$ cat config.mk
export PLATFORM = sky130hd
export DESIGN_NAME = axi_read_mux
export DESIGN_NICKNAME = d
export VERILOG_FILES = /design/src/rtl/axi_read_mux.sv
export SDC_FILE = /design/constraint.sdc
export NUM_CORES = 1
export LEC_CHECK = 0
export CORE_ASPECT_RATIO = 0.9
export CORE_MARGIN = 10
export CORE_UTILIZATION = 37
export DETAILED_ROUTE_END_ITERATION = 10
export PLACE_DENSITY_LB_ADDON = 0.1
export SYNTH_ARGS = -nofsm -noshare
export SYNTH_HDL_FRONTEND = slang
export SYNTH_SLANG_ARGS = --single-unit
export TNS_END_PERCENT = 1
$ cat constraint.sdc
create_clock -name ACLK -period 4.65 [get_ports ACLK]
set_clock_uncertainty 0.05 [all_clocks]
set_input_delay 0.465 -clock ACLK [delete_from_list [all_inputs] [get_ports ACLK]]
set_output_delay 0.465 -clock ACLK [all_outputs]
set_load 0.02 [all_outputs]
$ cat src/rtl/axi_read_mux.sv
// Read-channel mux behind a 4-master round-robin arbiter: accepts the granted AR,
// forwards it to the slave through a register stage, and routes R beats back to the locked master.
module axi_read_mux #(
  parameter int ADDR_W = 32,
  parameter int DATA_W = 32
) (
  input  logic                ACLK,
  input  logic                ARESETn,
  input  logic [3:0]          rgrnt,
  input  logic [3:0]          m_ARVALID,
  output logic [3:0]          m_ARREADY,
  input  logic [4*ADDR_W-1:0] m_ARADDR,
  input  logic [4*8-1:0]      m_ARLEN,
  input  logic [4*2-1:0]      m_ARBURST,
  output logic [3:0]          m_RVALID,
  input  logic [3:0]          m_RREADY,
  output logic [DATA_W-1:0]   m_RDATA,
  output logic [1:0]          m_RRESP,
  output logic                m_RLAST,
  output logic                s_ARVALID,
  input  logic                s_ARREADY,
  output logic [ADDR_W-1:0]   s_ARADDR,
  output logic [7:0]          s_ARLEN,
  output logic [1:0]          s_ARBURST,
  input  logic                s_RVALID,
  output logic                s_RREADY,
  input  logic [DATA_W-1:0]   s_RDATA,
  input  logic [1:0]          s_RRESP,
  input  logic                s_RLAST,
  output logic                busy,
  output logic                len_err
);

  typedef enum logic [1:0] {IDLE, ADDR, DATA} state_t;

  state_t              state_q, state_d;
  logic [1:0]          sel_q, sel_d;
  logic [7:0]          beat_cnt_q, beat_cnt_d;
  logic                s_arvalid_q, s_arvalid_d;
  logic [ADDR_W-1:0]   s_araddr_q, s_araddr_d;
  logic [7:0]          s_arlen_q, s_arlen_d;
  logic [1:0]          s_arburst_q, s_arburst_d;
  logic                len_err_q, len_err_d;

  logic                grant_onehot;
  logic [1:0]          grant_idx;
  logic                beat;

  assign grant_onehot = (rgrnt != 4'b0000) && ((rgrnt & (rgrnt - 4'd1)) == 4'b0000);

  always_comb begin
    grant_idx = 2'd0;
    for (int i = 0; i < 4; i++) begin
      if (rgrnt[i]) grant_idx = i[1:0];
    end
  end

  always_comb begin
    state_d     = state_q;
    sel_d       = sel_q;
    beat_cnt_d  = beat_cnt_q;
    s_arvalid_d = s_arvalid_q;
    s_araddr_d  = s_araddr_q;
    s_arlen_d   = s_arlen_q;
    s_arburst_d = s_arburst_q;
    len_err_d   = 1'b0;
    m_ARREADY   = 4'b0000;
    m_RVALID    = 4'b0000;
    s_RREADY    = 1'b0;
    beat        = 1'b0;

    case (state_q)
      IDLE: begin
        // Gated by reset so the ready stays low while the arbiter grant is already live.
        if (grant_onehot && ARESETn) m_ARREADY = rgrnt;
        if ((m_ARVALID & m_ARREADY) != 4'b0000) begin
          sel_d       = grant_idx;
          s_araddr_d  = m_ARADDR[grant_idx*ADDR_W +: ADDR_W];
          s_arlen_d   = m_ARLEN[grant_idx*8 +: 8];
          s_arburst_d = m_ARBURST[grant_idx*2 +: 2];
          beat_cnt_d  = m_ARLEN[grant_idx*8 +: 8];
          s_arvalid_d = 1'b1;
          state_d     = ADDR;
        end
      end
      ADDR: begin
        if (s_ARREADY) begin
          s_arvalid_d = 1'b0;
          state_d     = DATA;
        end
      end
      DATA: begin
        m_RVALID[sel_q] = s_RVALID;
        s_RREADY        = m_RREADY[sel_q];
        beat            = s_RVALID & s_RREADY;
        if (beat) begin
          len_err_d = (s_RLAST && beat_cnt_q != 8'd0) || (!s_RLAST && beat_cnt_q == 8'd0);
          if (s_RLAST) state_d = IDLE;
          else if (beat_cnt_q != 8'd0) beat_cnt_d = beat_cnt_q - 8'd1;
        end
      end
      default: state_d = IDLE;
    endcase
  end

  always_ff @(posedge ACLK or negedge ARESETn) begin
    if (!ARESETn) begin
      state_q     <= IDLE;
      sel_q       <= 2'd0;
      beat_cnt_q  <= 8'd0;
      s_arvalid_q <= 1'b0;
      s_araddr_q  <= '0;
      s_arlen_q   <= 8'd0;
      s_arburst_q <= 2'd0;
      len_err_q   <= 1'b0;
    end else begin
      state_q     <= state_d;
      sel_q       <= sel_d;
      beat_cnt_q  <= beat_cnt_d;
      s_arvalid_q <= s_arvalid_d;
      s_araddr_q  <= s_araddr_d;
      s_arlen_q   <= s_arlen_d;
      s_arburst_q <= s_arburst_d;
      len_err_q   <= len_err_d;
    end
  end

  assign s_ARVALID = s_arvalid_q;
  assign s_ARADDR  = s_araddr_q;
  assign s_ARLEN   = s_arlen_q;
  assign s_ARBURST = s_arburst_q;
  assign m_RDATA   = s_RDATA;
  assign m_RRESP   = s_RRESP;
  assign m_RLAST   = s_RLAST;
  assign busy      = (state_q != IDLE);
  assign len_err   = len_err_q;

endmodule

==> results.md <==
- Initial drt markers: 180
- Layout cells sized above 1: a little over a tenth
- Critical Path, Cell by Cell: clkdlybuf4s50_1 > or2_2 > a211o_1 > a21oi_1 > and2_1 > clkdlybuf4s50_1
- Power density over the cells: 416.0 nW/um2
- Filler cells: 950
- Inst Count DP: a little under 800
- Run status: completed
- Gr ovfl total: 0
- R2r setup slk: between 2 and 2.5 ns
- Critical path data required time: 4.14 ns
- Final wirelength: 14990 um
- Die area: 15580 um2
- HPWL after detailed placement: roughly 12000 um
- Post-DR wirelength/cell: 19.12 um
- Number of global-route vias before repair: 4254
- Area Overhead vs Synth: 57.39%
- Initial antenna violation count: 2
- Post-Route Utilization: between 50% and 60%
- H-Tree Depth: 2
- Seq cells post-synth: 56
- Register area share after synthesis: 34.48%
- Crit path capture type: output port
- Synth area leaders: dfrtp_1, mux2_2, mux2i_1
- Most numerous cell in the Yosys netlist: dfrtp_1
- TritonCTS clock tree: built
- Final hold vios: 0
- Initial core utilization: 37.75%
- YS warnings: 0
- Async SR Flop Fraction: 100.0%
- CP bufs+invs: 2
- Non-Filler Instances: between 700 and 800
- Vias per cell: 5.024
- Setup TNS: 0 ns
- Pin count of the biggest net entering global routing: 65
- Antenna Violating Nets Remaining: 0
- Syn nets: roughly 690
- Chip height: between 100 and 150 um
- All-Layer GR Usage: between 10% and 20%
- Top FF cell, synth: dfrtp_1
- Worst Hold Class: input pin to asynchronous set/reset pin
- Final #Nets: ~870
- Synth top cells by count: dfrtp_1, o21ai_0, nand2_1, nor2_1, mux2_2
- First-pass GRT wire length: 23210 um
- N_diodes: 0
- Mean Syn Cell Area: ~8.7 um2
- Die X: approximately 130 um
- Max Cap Viol: 0
- Routing usage on met2: between 30% and 40%
- Final max-slew violation count: 0
- Post-cts hold buffer count: 0
- Critical Path Slowest Stage Cell: clkdlybuf4s50_1
- Post_cts resized: 0
- Vias: 3939
- Core area: 10770 um2
- R2R Path Start: beat_cnt_q[0]
- Syn Inst Count: ~470
- Ports: 308
- Busiest grt layer: met2
- Clock Tree Buf Depth: 2
- Fin crit period: about 3.1 ns
- RSZ-0062 raised after global routing: no
- CP most frequent cell: clkdlybuf4s50_1
- Crit-path max FO: 5
- CP top delay family: buffers and inverters
- CTS clk-pin slew, worst paths: 0.07 ns
- Worst R2R Path Depth: 7
- Gp weighted congestion: 0.7847
- Clk_lat worst skew: 0.28 ns
- Setup bufs post-CTS: 0
- DRC: 0
- First drt pass iteration count: 4
- Port Buf Inserts: approximately 240
- CP max stage delay: 0.61 ns
- Crit path from: rgrnt[0]
- Tcrit/Tclk final: 66.48%
- Tot Pwr: about 2.7 mW
- Met3 Track Usage GR: 9.268%
- Leakage: roughly 2.7 nW
- Clock sinks: 56
- Crit path kind: input pin to output port
- GR Util met1: 20.60%
- Post-synth top area share: about a third
- Post-synth cell types: 46
- TritonCTS buffer count: 5
- Post-synth top area cell: dfrtp_1
- CTS root buf: clkbuf_16
- Post-synthesis cell area: 4064 um2
- # setup viols final: 0
- CP arrival: about 2.6 ns
- Maximum vdd drop: 0.0001807 V
- Slew headroom: 46.60%
- Reg2reg end: beat_cnt_q[5]
- Fmax: 0.3235 GHz
- Row Count: 36
- Startpoint Class: input pin
- Post-synth EDFFs: 0
- Worst slew pin tran: 0.7976 ns
flip-flops by register name, indices dropped and copies added, names as in the netlist:
name and flops:
beat_cnt_q 8, len_err 1, s_ARADDR 32, s_ARBURST 2, s_ARLEN 8, s_ARVALID 1, sel_q 2, state_q 2
through the flow:
| step | hold slack, ns | setup WS (ns) | area, um2 |
|---|---|---|---|
| after global placement | 0.4186 | 1.602 | 6243 |
| final | 0.3252 | 1.559 | 6396 |
| after floorplan | 0.1194 | 2.317 | 4064 |
| after global routing | 0.3901 | 1.479 | 6396 |
| after CTS | 0.3546 | 1.548 | 6396 |
| after detailed placement | 0.4150 | 1.548 | 6243 |
area by class of cell:
type,instances,area [um2],area share [%]
clock buffer,7,152.6,2.387
inverter,6,22.52,0.3521
multi-input combinational,338,2243,35.07
sequential,56,1401,21.91
tap,133,166.4,2.602
timing repair buffer,244,2410,37.68
metal layers:
metal | up-vias | wire [um]
met5 | - | 27
met4 | 4 | 156
met3 | 20 | 1598
met2 | 161 | 7466
met1 | 1801 | 5739
li1 | 1953 | -
logic make-up after synthesis:
group	count (synthesis)	synth area share [%]
multiplexers	90	23.92
buffers and inverters	73	10.50
AO/OA/AOI/OAI	112	15.36
adder cells (fa/ha/maj)	2	0.6157
flip-flops	56	34.48
XOR/XNOR	2	0.4311
AND/OR/NAND/NOR	132	14.69
cells in the final DEF (no fill, tap or decap), types with 4 or more instances in the layout:
cell             netlist  layout
and2_1                 5       5
mux2_2                46      46
nor3_1                 5       5
clkdlybuf4s50_1        0     235
clkbuf_16              0       5
mux2i_1               42      42
buf_4                 37       5
inv_1                  5       5
a21oi_1               42      42
nor2_1                47      46
nand2_1               52      52
buf_2                  5       4
dfrtp_1               56      56
o21ai_0               55      55
nand3b_1               6       6
power breakdown:
part / leakage (nW) / internal, mW / total (mW) / switching [mW]
logic: 1.90 / 0.734 / 1.41 / 0.673
clock network: 0.0760 / 0.226 / 0.380 / 0.154
registers: 0.695 / 0.721 / 0.874 / 0.152
worst register-to-register path, stage by stage, from the launching register on:
cell,delay (ns)
dfrtp_1,0.42
inv_1,0.10
ha_1,0.15
or3b_2,0.46
o211ai_1,0.25
nor3b_2,0.71
o21ai_0,0.20
o21ai_0,0.12
worst max path at each step:
stage,end,slack (ns),cells after the start
floorplan,m_ARREADY[2],2.32,3
global placement,m_ARREADY[0],1.60,6
detailed placement,m_ARREADY[0],1.55,6
CTS,m_ARREADY[0],1.55,6
global route,m_ARREADY[3],1.48,6
finish,m_ARREADY[0],1.56,6
Note: power is estimated with default switching activity, not from simulation.
